## config.mk

```make
export PLATFORM = sky130hd
export DESIGN_NAME = nvdla_glb_done_intr_fmt
export DESIGN_NICKNAME = d
export VERILOG_FILES = /design/src/rtl/nvdla_glb_done_intr_fmt.sv
export SDC_FILE = /design/constraint.sdc
export NUM_CORES = 1
export LEC_CHECK = 0
export ABC_CLOCK_PERIOD_IN_PS = 2550
export BUFFER_PORTS_ARGS = -buffer_cell sky130_fd_sc_hd__clkbuf_2
export CAP_MARGIN = 10
export CORE_ASPECT_RATIO = 1.2
export CORE_MARGIN = 8
export CORE_UTILIZATION = 40
export CTS_CLUSTER_DIAMETER = 80
export DETAILED_ROUTE_END_ITERATION = 10
export GPL_ROUTABILITY_DRIVEN = 0
export PLACE_DENSITY = 0.64
export SLEW_MARGIN = 20
export SYNTH_ARGS = -nofsm -noshare
export SYNTH_HDL_FRONTEND = slang
export SYNTH_SLANG_ARGS = --single-unit
```

## constraint.sdc

```tcl
create_clock -name nvdla_core_clk -period 2.55 [get_ports nvdla_core_clk]
set_input_delay 0.51 -clock nvdla_core_clk [delete_from_list [all_inputs] [get_ports nvdla_core_clk]]
set_output_delay 0.51 -clock nvdla_core_clk [all_outputs]
set_load 0.1 [all_outputs]
```

## src/rtl/nvdla_glb_done_intr_fmt.sv

```systemverilog
// Done-interrupt formatter: queues per-group completion pulses in pending counters
// and emits at most one one-hot done pulse per cycle, round-robin between the groups.
module nvdla_glb_done_intr_fmt #(
  parameter int CNT_W = 3
) (
  input  logic             nvdla_core_clk,
  input  logic             nvdla_core_rstn,
  input  logic [1:0]       done_evt,
  input  logic             flush,
  output logic [1:0]       intr_pd,
  output logic [CNT_W-1:0] pend0_cnt,
  output logic [CNT_W-1:0] pend1_cnt,
  output logic [1:0]       ovf,
  output logic             idle
);

  localparam logic [CNT_W-1:0] CNT_MAX = '1;
  localparam logic [CNT_W-1:0] CNT_ONE = 1;

  logic [CNT_W-1:0] cnt_q [2];
  logic [CNT_W-1:0] cnt_d [2];
  logic [1:0]       ovf_q, ovf_d;
  logic [1:0]       intr_pd_q, intr_pd_d;
  logic             last_grp_q, last_grp_d;
  logic [1:0]       elig;
  logic [1:0]       grant;

  // A fresh event makes its group eligible the same cycle, bypassing the counter.
  always_comb begin
    elig[0] = (cnt_q[0] != '0) | done_evt[0];
    elig[1] = (cnt_q[1] != '0) | done_evt[1];
    if (elig == 2'b11) begin
      grant = last_grp_q ? 2'b01 : 2'b10;
    end else begin
      grant = elig;
    end
  end

  always_comb begin
    for (int g = 0; g < 2; g++) begin
      cnt_d[g] = cnt_q[g];
      ovf_d[g] = ovf_q[g];
      if (done_evt[g] && !grant[g]) begin
        if (cnt_q[g] == CNT_MAX) begin
          ovf_d[g] = 1'b1;
        end else begin
          cnt_d[g] = cnt_q[g] + CNT_ONE;
        end
      end else if (!done_evt[g] && grant[g]) begin
        cnt_d[g] = cnt_q[g] - CNT_ONE;
      end
    end
    intr_pd_d  = grant;
    last_grp_d = (grant != 2'b00) ? grant[1] : last_grp_q;
    // Soft clear wins over any event or grant in the same cycle.
    if (flush) begin
      cnt_d[0]   = '0;
      cnt_d[1]   = '0;
      ovf_d      = 2'b00;
      intr_pd_d  = 2'b00;
      last_grp_d = 1'b1;
    end
  end

  always_ff @(posedge nvdla_core_clk or negedge nvdla_core_rstn) begin
    if (!nvdla_core_rstn) begin
      cnt_q[0]   <= '0;
      cnt_q[1]   <= '0;
      ovf_q      <= 2'b00;
      intr_pd_q  <= 2'b00;
      last_grp_q <= 1'b1;
    end else begin
      cnt_q[0]   <= cnt_d[0];
      cnt_q[1]   <= cnt_d[1];
      ovf_q      <= ovf_d;
      intr_pd_q  <= intr_pd_d;
      last_grp_q <= last_grp_d;
    end
  end

  assign intr_pd   = intr_pd_q;
  assign pend0_cnt = cnt_q[0];
  assign pend1_cnt = cnt_q[1];
  assign ovf       = ovf_q;
  assign idle      = (cnt_q[0] == '0) && (cnt_q[1] == '0) && (intr_pd_q == 2'b00);

endmodule
```

======== Yosys cells after proc, flatten, opt, wreduce, memory -nomap -nowiden ========
Index checks and enable logic that the tools add are counted.
operators by class
  add/subtract/negate cells ............... 4
  equality and inequality tests ........... 5
  mux-type cells .......................... 17
  bitwise operators ....................... 2
  reduce and logical (&&, ||, !) cells .... 27
operators by type and width
  cell                                              number
  2-to-1 mux 3 bit                                  6
  nonzero test 2 bit                                6
  nonzero test 3 bit                                4
  2-to-1 mux 2 bit                                  4
  AND reduction 2 bit                               4
  adder 3 x 1 -> 3 bit, second input constant       2
  == test 3 bit, second input constant              2
  logical AND 1 bit                                 6
  logical NOT 3 bit                                 2
  2-to-1 mux 1 bit                                  6
  2-to-1 mux 6 bit                                  1
  != test 3 bit, second input constant              2
  subtractor 3 x 1 -> 3 bit, second input constant  2
  logical NOT 1 bit                                 4
  == test 2 bit, second input constant              1
  logical NOT 2 bit                                 1
  bitwise OR 1 bit                                  2
word-level totals
  flip-flop bits (word level) ............. 11
  output and inout port bits .............. 11
  word-level logic and storage cells ...... 61

======== Longest topological paths before layout ========
Gate-level depths: netlist (run 1).
  word-level depth ........................ 8
  gate-level depth with buffers ........... 9

======== Least setup slack after synthesis (run 1) ========
Ideal clock, no wire load.
  kind .................................... flip-flop to output port
  start ................................... register cnt_q, in the netlist pend1_cnt[0]
  end ..................................... output idle
  arrival time ............................ 3.583 ns
  required time ........................... 2.040 ns
  setup slack ............................. -1.543 ns
  cell stages (with the launch flop) ...... 4
  cell sequence ........................... dfrtp_1 -> buf_6 -> or4_1 -> nor3_1
between the ends
  word-level cells in the longest chain between the ends .. 3
ends and longest elaborated chain
  what                            line  RTL
  from (decl)                     20    logic [CNT_W-1:0] cnt_q [2];
  logical NOT 3 bit               85    assign idle = (cnt_q[0] == '0) && (cnt_q[1] == '0) && (intr_pd_q == 2'b00);
  logical AND 1 bit (2 in a row)  85
  to (decl)                       14    output logic idle
No other way between the ends.

======== Final worst setup path (run 1) ========
Same ends and word-level chain as after synthesis.

==> impl_metrics.prom, run 1 <==
# TYPE chip_impl_metric gauge
chip_impl_metric{name="crit_fanout",unit=""} 12
chip_impl_metric{name="postRouteAntennaNets",unit=""} 0
chip_impl_metric{name="grt_pass1_wl",unit="µm"} 3505
chip_impl_metric{name="clkLatencyLatePin",unit="ns"} 0.26
chip_impl_metric{name="dr_total_vias",unit=""} 781
chip_impl_metric{name="clock_skew",unit="ns"} 0.004113
chip_impl_metric{name="die_h",unit="µm"} 65.40
chip_impl_metric{name="cts_buffer_depth",unit=""} 2
chip_impl_info{name="setup.worst_path.class",value="reg2out"} 1
chip_impl_metric{name="grt_start_max_net_pins",unit=""} 17
chip_impl_metric{name="timing.final.crit_period",unit="ns"} 2.342
chip_impl_metric{name="first_global_vias",unit=""} 764
chip_impl_metric{name="max_cap_violations",unit=""} 0
chip_impl_metric{name="flow.area_growth_from_synthesis",unit="%"} 17.38
chip_impl_metric{name="vias_per_cell",unit=""} 5.962
chip_impl_metric{name="track_usage",unit="%"} 11.72
chip_impl_metric{name="netlist_instances",unit=""} 97
chip_impl_metric{name="antenna_found_initial",unit=""} 0
chip_impl_metric{name="detail_route.iter0.violations",unit=""} 18
chip_impl_metric{name="final_wl",unit="µm"} 2096
chip_impl_metric{name="coreArea",unit="µm²"} 1982
chip_impl_info{name="rsz_0062_raised_after_global_routing",value="false"} 1
chip_impl_metric{name="timing.fmax",unit="MHz"} 427.0
chip_impl_metric{name="port-buffer-count",unit=""} 15
chip_impl_metric{name="hpwlAfterDp",unit="µm"} 1524
chip_impl_metric{name="crit_required",unit="ns"} 2.04
chip_impl_metric{name="io-pin-count",unit=""} 16
chip_impl_metric{name="finalSetupViolCount",unit=""} 0
chip_impl_metric{name="yosys_warnings",unit=""} 0
chip_impl_metric{name="postSynthAreaPerCell",unit="µm²"} 8.384
chip_impl_metric{name="numClockSinks",unit=""} 11
chip_impl_info{name="cts.root.buffer_cell",value="sky130_fd_sc_hd__clkbuf_4"} 1
chip_impl_metric{name="worst_slew_margin_rel",unit="%"} 63.75
chip_impl_metric{name="die_w",unit="µm"} 57.16
chip_impl_metric{name="fp.dieArea",unit="µm²"} 3738
chip_impl_info{name="setup.worst_path.end_class",value="output pin"} 1
chip_impl_metric{name="placementRows",unit=""} 18
chip_impl_metric{name="n_antenna_cell",unit=""} 0
chip_impl_metric{name="cts-resized-gates",unit=""} 0
chip_impl_metric{name="r2r_setup_slack",unit="ns"} 0.41
chip_impl_metric{name="final_min_period_over_clock_period",unit="%"} 91.84
chip_impl_info{name="worst_setup_path_start_kind",value="register"} 1
chip_impl_metric{name="cts.repair_timing.setup_buffer_count",unit=""} 0
chip_impl_metric{name="grt.overflow.total",unit=""} 0
chip_impl_info{name="crit_chain",value="or4_1 -> nor3_4 -> buf_12"} 1
chip_impl_info{name="cell_family_with_the_largest_share_of_critical_path_delay",value="simple AND/OR/NAND/NOR gates"} 1
chip_impl_info{name="timing.rr.start",value="pend1_cnt[0]$_DFFE_PN0P_"} 1
chip_impl_metric{name="timing_worst_slew_pin_value",unit="ns"} 0.5460
chip_impl_metric{name="place_ws",unit="ns"} 0.3327
chip_impl_metric{name="placedCellCount",unit=""} 127
chip_impl_info{name="status",value="complete, no violations"} 1
chip_impl_metric{name="netlist-cell-type-count",unit=""} 36
chip_impl_metric{name="r2r_cells",unit=""} 6
chip_impl_metric{name="post_synth_instance_area",unit="µm²"} 813.3
chip_impl_metric{name="final_design_area_no_fill",unit="µm²"} 954.7
chip_impl_metric{name="worst-endpoint-arrival",unit="ns"} 1.83
chip_impl_metric{name="start_util",unit="%"} 41.04
chip_impl_info{name="main_area_contributors_after_synthesis",value="sky130_fd_sc_hd__dfrtp_1, sky130_fd_sc_hd__nor3_1, sky130_fd_sc_hd__nor2_1"} 1
chip_impl_info{name="crit_path_top_delay_cell",value="sky130_fd_sc_hd__or4_1"} 1
chip_impl_metric{name="finalMaxSlewViolations",unit=""} 0
chip_impl_metric{name="area_share_of_the_largest_cell_type_after_synthesis",unit="%"} 30.77
chip_impl_metric{name="synth_seq_cells",unit=""} 11
chip_impl_metric{name="dpl_cell_area",unit="µm²"} 928.4
chip_impl_metric{name="wl_per_cell",unit="µm"} 16.00
chip_impl_metric{name="post-route-worst-setup-slack",unit="ns"} 0.2081
chip_impl_info{name="post-synth-top-area-cell",value="sky130_fd_sc_hd__dfrtp_1"} 1
chip_impl_metric{name="crit_path_max_incr_delay",unit="ns"} 0.58
chip_impl_metric{name="htree_num_levels",unit=""} 1
chip_impl_metric{name="worst-path-buf-inv",unit=""} 1
chip_impl_metric{name="synthesis.nets",unit=""} 104
chip_impl_metric{name="final_layout_size_suffix_gt1_share",unit="%"} 29.73
chip_impl_metric{name="remaining_drc_errors",unit=""} 0
chip_impl_info{name="cts_tree",value="done"} 1
chip_impl_info{name="critical_path.reg2reg.endpoint",value="pend0_cnt[2]$_DFFE_PN0P_"} 1
chip_impl_metric{name="clk_pin_slew",unit="ns"} 0.07
chip_impl_metric{name="finalHoldViolations",unit=""} 0
chip_impl_info{name="hold_path_class",value="in2async"} 1
chip_impl_metric{name="seq_area_frac_synth",unit="%"} 34.00
chip_impl_metric{name="post_cts_hold_fix_bufs",unit=""} 0
chip_impl_metric{name="nets",unit=""} 119
chip_impl_metric{name="detail_route.first_pass.iterations",unit=""} 4
chip_impl_metric{name="tritoncts.num_buffers",unit=""} 3
chip_impl_metric{name="layout.cells.non_filler",unit=""} 131
-- layout by cell type (no fill, tap or decap), types with 4 or more instances in the layout --
cell type	instances
sky130_fd_sc_hd__buf_4	4
sky130_fd_sc_hd__dfrtp_2	5
sky130_fd_sc_hd__nor3_1	9
sky130_fd_sc_hd__a21oi_1	5
sky130_fd_sc_hd__inv_1	9
sky130_fd_sc_hd__clkbuf_2	14
sky130_fd_sc_hd__nand2_1	7
sky130_fd_sc_hd__nor2_1	10
sky130_fd_sc_hd__dfrtp_1	4
-- how the worst max path moves through the flow --
stage,start,endpoint,slack (ns),cells after the start
global placement,done_evt[0],pend1_cnt[2]$_DFFE_PN0P_,0.37,8
floorplan,intr_pd[1]$_DFF_PN0_,idle,-0.16,2
detailed placement,done_evt[0],pend1_cnt[2]$_DFFE_PN0P_,0.33,8
CTS,pend1_cnt[0]$_DFFE_PN0P_,idle,0.19,3
global route,pend1_cnt[0]$_DFFE_PN0P_,idle,0.10,3
finish,pend1_cnt[0]$_DFFE_PN0P_,idle,0.21,3
-- sequential cells by signal, summed over array words and instances (netlist names) --
register    flops
pend0_cnt       3
pend1_cnt       3
intr_pd         2
ovf             2
last_grp_q      1
-- worst reg2reg max path, stage by stage (launching register included) --
cell and delay (ns):
sky130_fd_sc_hd__dfrtp_4 0.54, sky130_fd_sc_hd__nor4_1 0.38, sky130_fd_sc_hd__nor2_1 0.15, sky130_fd_sc_hd__fa_1 0.41
sky130_fd_sc_hd__nor3_1 0.27, sky130_fd_sc_hd__nor3_1 0.09, sky130_fd_sc_hd__o31ai_2 0.21
-- cells in the mapped netlist (all sizes together) --
| library cell | n |
|---|---|
| nand2b | 2 |
| inv | 9 |
| ha | 1 |
| dfstp | 1 |
| a32o | 1 |
| o41ai | 2 |
| o21a | 2 |
| clkbuf | 7 |
| or3 | 3 |
| a2111oi | 1 |
| dfrtp | 10 |
| o2111ai | 1 |
| fa | 1 |
| nor4 | 1 |
| or4 | 2 |
| nand4 | 1 |
| o31ai | 3 |
| o31a | 1 |
| nor2 | 10 |
| nand4b | 1 |
| nand3 | 3 |
| a21oi | 5 |
| a211o | 2 |
| nor3 | 10 |
| a211oi | 1 |
| o41a | 1 |
| nor3b | 1 |
| nand2 | 7 |
| o21ai | 2 |
| xnor2 | 1 |
| a31oi | 1 |
| buf | 2 |
| mux2i | 1 |
-- stage by stage --
step | hold slack, ns | utilization, % | setup TNS [ns]
after CTS | 0.1137 | 48.17 | 0
final | 0.1175 | 48.17 | 0
after global routing | 0.1233 | 48.17 | 0
after detailed placement | 0.4099 | 46.84 | 0
after global placement | 0.4081 | 46.84 | 0
after floorplan | 0.2144 | - | -0.1603
-- per-layer routing --
| layer | vias up | global-route usage (%) | wire length [µm] |
|---|---|---|---|
| li1 | 382 | - | - |
| met5 | - | 0 | 0 |
| met4 | 0 | 6.176 | 21 |
| met3 | 2 | 4.046 | 138 |
| met2 | 19 | 19.02 | 1046 |
| met1 | 378 | 13.21 | 890 |
-- final cells by class --
| class | instances | area (µm²) |
|---|---|---|
| inverter | 9 | 33.78 |
| multi-input combinational | 68 | 462.9 |
| fill | 197 | 1027 |
| sequential | 11 | 286.5 |
| timing repair buffer | 19 | 120.1 |
| clock buffer | 4 | 26.28 |
| tap | 20 | 25.02 |
-- cells by family after synthesis --
| group | count (synthesis) | share of synthesized area, % |
|---|---|---|
| adders and majority gates | 2 | 4.000 |
| DFF | 11 | 34.00 |
| buffers and inverters | 18 | 10.46 |
| xor gates and xnor gates | 1 | 1.077 |
| muxes | 1 | 1.231 |
| AOI/OAI and AO/OA | 23 | 23.69 |
| and+or+nand+nor | 41 | 25.54 |
Power of run 1 is not shown: default switching activity piles up to over one toggle a cycle in this logic, so the estimate is an artifact.
==> run 2: changes to the inputs <==
--- a/config.mk
+++ b/config.mk
@@ -14,6 +14,7 @@
 export CTS_CLUSTER_DIAMETER = 80
 export DETAILED_ROUTE_END_ITERATION = 10
 export GPL_ROUTABILITY_DRIVEN = 0
+export GPL_TIMING_DRIVEN = 0
 export PLACE_DENSITY = 0.64
 export SLEW_MARGIN = 20
 export SYNTH_ARGS = -nofsm -noshare
==> run 2 against run 1 <==
Final area rose by 2.0%. Sequential share of layout area decreased by 0.58 points. Highest routed layer unchanged. Clock-buffer cell count down 1. Sequential cell count unchanged. Fmax shrank 4.5%. Clock skew hardly changed. Core utilization up 0.95 points. Hold slack got worse by 0.011 ns. Critical endpoint unchanged. Non-clock buffer count rose by 4. Via count down 0.90%. Largest cell class unchanged.
==> impl_metrics.prom, run 2 (synthesis gave the netlist of run 1 again) <==
# TYPE chip_impl_metric gauge
chip_impl_info{name="status",value="complete, no violations"} 1
chip_impl_metric{name="wl_per_cell",unit="µm"} 14.27
chip_impl_metric{name="hpwlAfterDp",unit="µm"} 1473
chip_impl_info{name="layout.cells.most_common_list",value="sky130_fd_sc_hd__clkbuf_2, sky130_fd_sc_hd__nor2_1, sky130_fd_sc_hd__inv_1, sky130_fd_sc_hd__nor3_1, sky130_fd_sc_hd__nand2_1"} 1
chip_impl_metric{name="timing_worst_slew_pin_value",unit="ns"} 0.5398
chip_impl_metric{name="dr_total_vias",unit=""} 774
chip_impl_metric{name="max_cap_violations",unit=""} 0
chip_impl_metric{name="clock_skew",unit="ns"} 0.003987
chip_impl_metric{name="finalMaxSlewViolations",unit=""} 0
chip_impl_info{name="crit_path_top_delay_cell",value="sky130_fd_sc_hd__or4_1"} 1
chip_impl_info{name="cts.root.buffer_cell",value="sky130_fd_sc_hd__clkbuf_4"} 1
chip_impl_metric{name="worst-endpoint-arrival",unit="ns"} 1.94
chip_impl_metric{name="tritoncts.num_buffers",unit=""} 3
chip_impl_metric{name="numClockSinks",unit=""} 11
chip_impl_metric{name="cts_buffer_depth",unit=""} 2
chip_impl_metric{name="crit_required",unit="ns"} 2.04
chip_impl_metric{name="die_w",unit="µm"} 57.16
chip_impl_metric{name="n_antenna_cell",unit=""} 0
chip_impl_metric{name="nFillCells",unit=""} 197
chip_impl_metric{name="remaining_drc_errors",unit=""} 0
chip_impl_metric{name="cts.repair_timing.setup_buffer_count",unit=""} 0
chip_impl_metric{name="timing.fmax",unit="MHz"} 407.7
chip_impl_metric{name="vias_per_cell",unit=""} 5.733
chip_impl_metric{name="final_wl",unit="µm"} 1927
chip_impl_metric{name="timing.final.crit_period",unit="ns"} 2.453
chip_impl_info{name="hold_path_class",value="in2async"} 1
chip_impl_metric{name="start_util",unit="%"} 41.04
chip_impl_metric{name="finalSetupTns",unit="ns"} 0
chip_impl_info{name="cts_tree",value="done"} 1
chip_impl_metric{name="io-pin-count",unit=""} 16
chip_impl_metric{name="grt.overflow.total",unit=""} 0
chip_impl_metric{name="placementRows",unit=""} 18
chip_impl_metric{name="postRouteAntennaNets",unit=""} 0
chip_impl_metric{name="finalHoldViolations",unit=""} 0
chip_impl_metric{name="first_global_vias",unit=""} 754
chip_impl_metric{name="final_layout_size_suffix_gt1_share",unit="%"} 29.57
chip_impl_metric{name="clkLatencyLatePin",unit="ns"} 0.27
chip_impl_metric{name="detail_route.iter0.violations",unit=""} 14
chip_impl_metric{name="detail_route.first_pass.iterations",unit=""} 4
chip_impl_metric{name="fp.dieArea",unit="µm²"} 3738
chip_impl_metric{name="htree_num_levels",unit=""} 1
chip_impl_info{name="setup.worst_path.class",value="reg2out"} 1
chip_impl_metric{name="flow.area_growth_from_synthesis",unit="%"} 19.69
chip_impl_info{name="rsz_0062_raised_after_global_routing",value="false"} 1
chip_impl_metric{name="track_usage",unit="%"} 10.94
chip_impl_info{name="mostFrequentLayoutCell",value="sky130_fd_sc_hd__clkbuf_2"} 1
chip_impl_info{name="setup.worst_path.end_class",value="output pin"} 1
chip_impl_metric{name="clk_pin_slew",unit="ns"} 0.08
chip_impl_metric{name="finalSetupViolCount",unit=""} 0
chip_impl_metric{name="crit_path_max_incr_delay",unit="ns"} 0.57
chip_impl_metric{name="nets",unit=""} 123
chip_impl_info{name="crit_chain",value="buf_6 -> or4_1 -> nor3_4 -> buf_8"} 1
chip_impl_info{name="worst_setup_path_start_kind",value="register"} 1
chip_impl_metric{name="antenna_found_initial",unit=""} 0
chip_impl_metric{name="final_min_period_over_clock_period",unit="%"} 96.19
chip_impl_metric{name="grt_start_max_net_pins",unit=""} 12
chip_impl_metric{name="crit_fanout",unit=""} 10
chip_impl_metric{name="hold-worst-slack",unit="ns"} 0.1070
chip_impl_metric{name="grt_pass1_wl",unit="µm"} 3325
chip_impl_metric{name="worst_slew_margin_rel",unit="%"} 63.54
chip_impl_metric{name="post_cts_hold_fix_bufs",unit=""} 0
chip_impl_metric{name="coreArea",unit="µm²"} 1982
chip_impl_metric{name="port-buffer-count",unit=""} 14
chip_impl_metric{name="die_h",unit="µm"} 65.40
[run 2: path summary, 6_finish.rpt]
| kind | cells after the start | slack [ns] | endpoint | start |
|---|---|---|---|---|
| max | 4 | 0.1 | idle | pend1_cnt[0]$_DFFE_PN0P_ |
| min | 1 | 0.11 | pend0_cnt[1]$_DFFE_PN0P_ | nvdla_core_rstn |
| max reg2reg | 8 | 0.24 | pend1_cnt[2]$_DFFE_PN0P_ | pend0_cnt[1]$_DFFE_PN0P_ |
| min reg2reg | 2 | 0.54 | ovf[0]$_DFFE_PN0P_ | ovf[0]$_DFFE_PN0P_ |
| max in group asynchronous | 1 | 2.16 | last_grp_q$_DFFE_PN1P_ | nvdla_core_rstn |
| min in group nvdla_core_clk | 2 | 0.54 | ovf[0]$_DFFE_PN0P_ | ovf[0]$_DFFE_PN0P_ |
[run 2: metal layers]
| layer | vias up | part of all wire, % | track usage, % |
|---|---|---|---|
| li1 | 385 | - | - |
| met1 | 368 | 46 | 12.00 |
| met2 | 17 | 46 | 17.80 |
| met3 | 4 | 6.3 | 4.046 |
| met4 | 0 | 1.6 | 6.176 |
| met5 | - | 0 | 0 |
[run 2: worst max-delay path, delay by kind of cell, from the launching register on]
family,cells,cell delay (ns)
buffers and inverters,2,0.37
flip-flops,1,0.49
AND/OR/NAND/NOR,2,0.81
[run 2: cell type report]
type	instances	area (µm²)	area share [%]
plain buffers	9	51.30	5.270
clock buffers	3	22.52	2.314
clock inverters	1	5.005	0.5141
inverters	9	33.78	3.470
multi-input cells	68	469.2	48.20
flip-flops and latches	11	286.5	29.43
well taps	20	25.02	2.571
repair buffers	14	80.08	8.226
[run 2: what timing repair did]
item                       in CTS  in global routing
gates resized for setup         3                  1
setup endpoints to repair       2                  1
cloned                          0                  0
[run 2: per-stage QoR]
stage                     cells  cell area, µm²  util (%)  worst slack, ns
final                       135           973.4     49.12          0.09724
after detailed placement    131           929.6     46.91        -0.002089
after global routing        135           973.4     49.12         0.003784
after global placement      131           929.6     46.91         -0.01098
after CTS                   135           972.2     49.05          0.05915
after floorplan              97           834.6         -          -0.1603
Power of run 2 is left out for the same reason.
==> run 3: changes to the inputs <==
--- a/config.mk
+++ b/config.mk
@@ -8,14 +8,17 @@
 export ABC_CLOCK_PERIOD_IN_PS = 2550
 export BUFFER_PORTS_ARGS = -buffer_cell sky130_fd_sc_hd__clkbuf_2
 export CAP_MARGIN = 10
+export CELL_PAD_IN_SITES_DETAIL_PLACEMENT = 1
+export CELL_PAD_IN_SITES_GLOBAL_PLACEMENT = 1
 export CORE_ASPECT_RATIO = 1.2
 export CORE_MARGIN = 8
-export CORE_UTILIZATION = 40
+export CORE_UTILIZATION = 39
 export CTS_CLUSTER_DIAMETER = 80
 export DETAILED_ROUTE_END_ITERATION = 10
 export GPL_ROUTABILITY_DRIVEN = 0
 export GPL_TIMING_DRIVEN = 0
-export PLACE_DENSITY = 0.64
+export PLACE_DENSITY = 0.8
+export RECOVER_POWER = 50
 export SLEW_MARGIN = 20
 export SYNTH_ARGS = -nofsm -noshare
 export SYNTH_HDL_FRONTEND = slang
==> run 3 against run 2 <==
Routed wire length is 17% higher. Largest cell class unchanged. Fmax is 0.13% higher. Non-clock buffer count stayed put. Die area is 1.9% higher. Register-to-register slack worse by 0.03 ns. First-iteration DRC count is 71% higher. Critical path depth stayed put. Clock skew is 0.0031 ns lower. Clock-buffer cell count is 1 higher. Sequential share of layout area hardly changed.
==> impl_metrics.prom, run 3 (synthesis gave the netlist of run 1 again) <==
# TYPE chip_impl_metric gauge
chip_impl_info{name="mostFrequentLayoutCell",value="sky130_fd_sc_hd__clkbuf_2"} 1
chip_impl_metric{name="htree_num_levels",unit=""} 1
chip_impl_info{name="rsz_0062_raised_after_global_routing",value="false"} 1
chip_impl_metric{name="nets",unit=""} 123
chip_impl_metric{name="hold-worst-slack",unit="ns"} 0.2421
chip_impl_metric{name="timing_worst_slew_pin_value",unit="ns"} 1.171
chip_impl_metric{name="detail_route.first_pass.iterations",unit=""} 4
chip_impl_metric{name="final_min_period_over_clock_period",unit="%"} 96.06
chip_impl_metric{name="die_h",unit="µm"} 66.03
chip_impl_metric{name="nFillCells",unit=""} 269
chip_impl_metric{name="final_layout_size_suffix_gt1_share",unit="%"} 25.22
chip_impl_metric{name="fp.dieArea",unit="µm²"} 3809
chip_impl_metric{name="seqCellArea",unit="µm²"} 286.5
chip_impl_info{name="cts_tree",value="done"} 1
chip_impl_metric{name="port-buffer-count",unit=""} 14
chip_impl_info{name="layout.cells.most_common_list",value="sky130_fd_sc_hd__clkbuf_2, sky130_fd_sc_hd__clkbuf_1, sky130_fd_sc_hd__nor2_1"} 1
chip_impl_metric{name="first_global_vias",unit=""} 798
chip_impl_metric{name="crit_required",unit="ns"} 2.04
chip_impl_metric{name="detail_route.iter0.violations",unit=""} 24
chip_impl_metric{name="timing.fmax",unit="MHz"} 408.2
chip_impl_metric{name="antenna_found_initial",unit=""} 0
chip_impl_metric{name="grt_use_met2",unit="%"} 24.12
chip_impl_metric{name="timing.final.crit_period",unit="ns"} 2.450
chip_impl_metric{name="dpl_cell_area",unit="µm²"} 929.6
chip_impl_info{name="setup.worst_path.class",value="reg2out"} 1
chip_impl_info{name="hold_path_class",value="in2async"} 1
chip_impl_metric{name="coreArea",unit="µm²"} 2027
chip_impl_metric{name="final_design_area_no_fill",unit="µm²"} 972.2
chip_impl_metric{name="max_cap_violations",unit=""} 0
chip_impl_metric{name="finalSetupViolCount",unit=""} 0
chip_impl_metric{name="crit_fanout",unit=""} 10
chip_impl_metric{name="clk_pin_slew",unit="ns"} 0.08
chip_impl_metric{name="flow.area_growth_from_synthesis",unit="%"} 19.54
chip_impl_metric{name="finalMaxSlewViolations",unit=""} 0
chip_impl_metric{name="grtUsageMet1",unit="%"} 13.54
chip_impl_metric{name="final_wl",unit="µm"} 2255
chip_impl_metric{name="dr_total_vias",unit=""} 780
chip_impl_metric{name="wl_per_cell",unit="µm"} 16.70
chip_impl_info{name="status",value="complete, no violations"} 1
chip_impl_metric{name="io-pin-count",unit=""} 16
chip_impl_info{name="worst_setup_path_start_kind",value="register"} 1
chip_impl_metric{name="worst_slew_margin_rel",unit="%"} 22.29
chip_impl_metric{name="area_of_the_multi_input_gates",unit="µm²"} 478.0
chip_impl_metric{name="clkLatencyLatePin",unit="ns"} 0.26
chip_impl_metric{name="grt.overflow.total",unit=""} 0
chip_impl_metric{name="postRouteAntennaNets",unit=""} 0
chip_impl_metric{name="finalHoldViolations",unit=""} 0
chip_impl_metric{name="placementRows",unit=""} 18
chip_impl_metric{name="place_ws",unit="ns"} -0.1989
chip_impl_metric{name="worst-endpoint-arrival",unit="ns"} 1.94
chip_impl_metric{name="cts_buffer_depth",unit=""} 2
chip_impl_info{name="grt_busiest_layer",value="met2"} 1
chip_impl_metric{name="r2r_cells",unit=""} 8
chip_impl_metric{name="grt_use_met3",unit="%"} 2.335
chip_impl_metric{name="r2r_setup_slack",unit="ns"} 0.21
chip_impl_metric{name="vias_per_cell",unit=""} 5.778
chip_impl_metric{name="grt_start_max_net_pins",unit=""} 12
chip_impl_metric{name="die_w",unit="µm"} 57.69
chip_impl_info{name="timing.rr.start",value="pend0_cnt[1]$_DFFE_PN0P_"} 1
chip_impl_metric{name="hpwlAfterDp",unit="µm"} 1737
chip_impl_metric{name="remaining_drc_errors",unit=""} 0
chip_impl_metric{name="start_util",unit="%"} 40.12
chip_impl_metric{name="grt_pass1_wl",unit="µm"} 3808
chip_impl_info{name="cts.root.buffer_cell",value="sky130_fd_sc_hd__clkbuf_4"} 1
chip_impl_metric{name="clock_skew",unit="ns"} 0.0009019
chip_impl_info{name="setup.worst_path.end_class",value="output pin"} 1
chip_impl_metric{name="tritoncts.num_buffers",unit=""} 3
chip_impl_metric{name="numClockSinks",unit=""} 11
chip_impl_metric{name="n_antenna_cell",unit=""} 0
chip_impl_metric{name="track_usage",unit="%"} 12.42
chip_impl_metric{name="post-route-worst-setup-slack",unit="ns"} 0.1005
chip_impl_info{name="critical_path.reg2reg.endpoint",value="pend1_cnt[2]$_DFFE_PN0P_"} 1
-- run 3: cell types whose count changed in the layout (fill, tap and decap cells not counted) --
cell	before	now
sky130_fd_sc_hd__clkbuf_1	5	10
sky130_fd_sc_hd__nor4_2	1	0
sky130_fd_sc_hd__clkbuf_2	15	11
sky130_fd_sc_hd__buf_8	1	0
sky130_fd_sc_hd__nor4_4	0	1
sky130_fd_sc_hd__clkinv_2	1	0
sky130_fd_sc_hd__buf_6	2	3
-- run 3: routing by layer --
metal,up-vias,share of wire [%]
met3,2,2.8
met1,387,42
met5,-,0
met2,8,54
met4,0,0.62
li1,383,-
-- run 3: area by class of cell --
| cell class | count | share of cell area [%] |
|---|---|---|
| plain buffers | 9 | 5.277 |
| clock buffers | 4 | 2.703 |
| inverters | 9 | 3.475 |
| multi-input cells | 68 | 49.16 |
| flip-flops and latches | 11 | 29.47 |
| well taps | 20 | 2.574 |
| repair buffers | 14 | 7.336 |
-- run 3: per-stage QoR --
stage	util (%)	instances	TNS [ns]
global route	47.96	135	0
CTS	47.59	135	0
global placement	45.86	131	-0.1056
detailed placement	45.86	131	-0.2199
finish	47.96	135	0
floorplan	-	97	-0.1603
-- run 3: what timing repair did --
item                                    4_1_cts  5_1_grt
gates resized for setup                       2        3
cloned                                        0        0
hold buffers                                  0        0
endpoints found under the setup margin        3        2
setup buffers                                 0        0
-- run 3: critical path, stage by stage (launching register included) --
cell,delay (ns)
sky130_fd_sc_hd__dfrtp_4,0.50
sky130_fd_sc_hd__buf_6,0.15
sky130_fd_sc_hd__or4_1,0.58
sky130_fd_sc_hd__nor3_4,0.21
sky130_fd_sc_hd__buf_6,0.24
-- run 3: worst max-delay path by stage --
stage	from	to	slack [ns]	cells past startpoint
finish	pend1_cnt[0]$_DFFE_PN0P_	idle	0.10	4
global route	pend1_cnt[0]$_DFFE_PN0P_	idle	0.04	4
CTS	pend1_cnt[0]$_DFFE_PN0P_	idle	0.01	4
detailed placement	pend1_cnt[0]$_DFFE_PN0P_	pend0_cnt[2]$_DFFE_PN0P_	-0.20	7
global placement	pend1_cnt[0]$_DFFE_PN0P_	pend0_cnt[2]$_DFFE_PN0P_	-0.11	7
floorplan	intr_pd[1]$_DFF_PN0_	idle	-0.16	2
Power of run 3 is left out for the same reason.
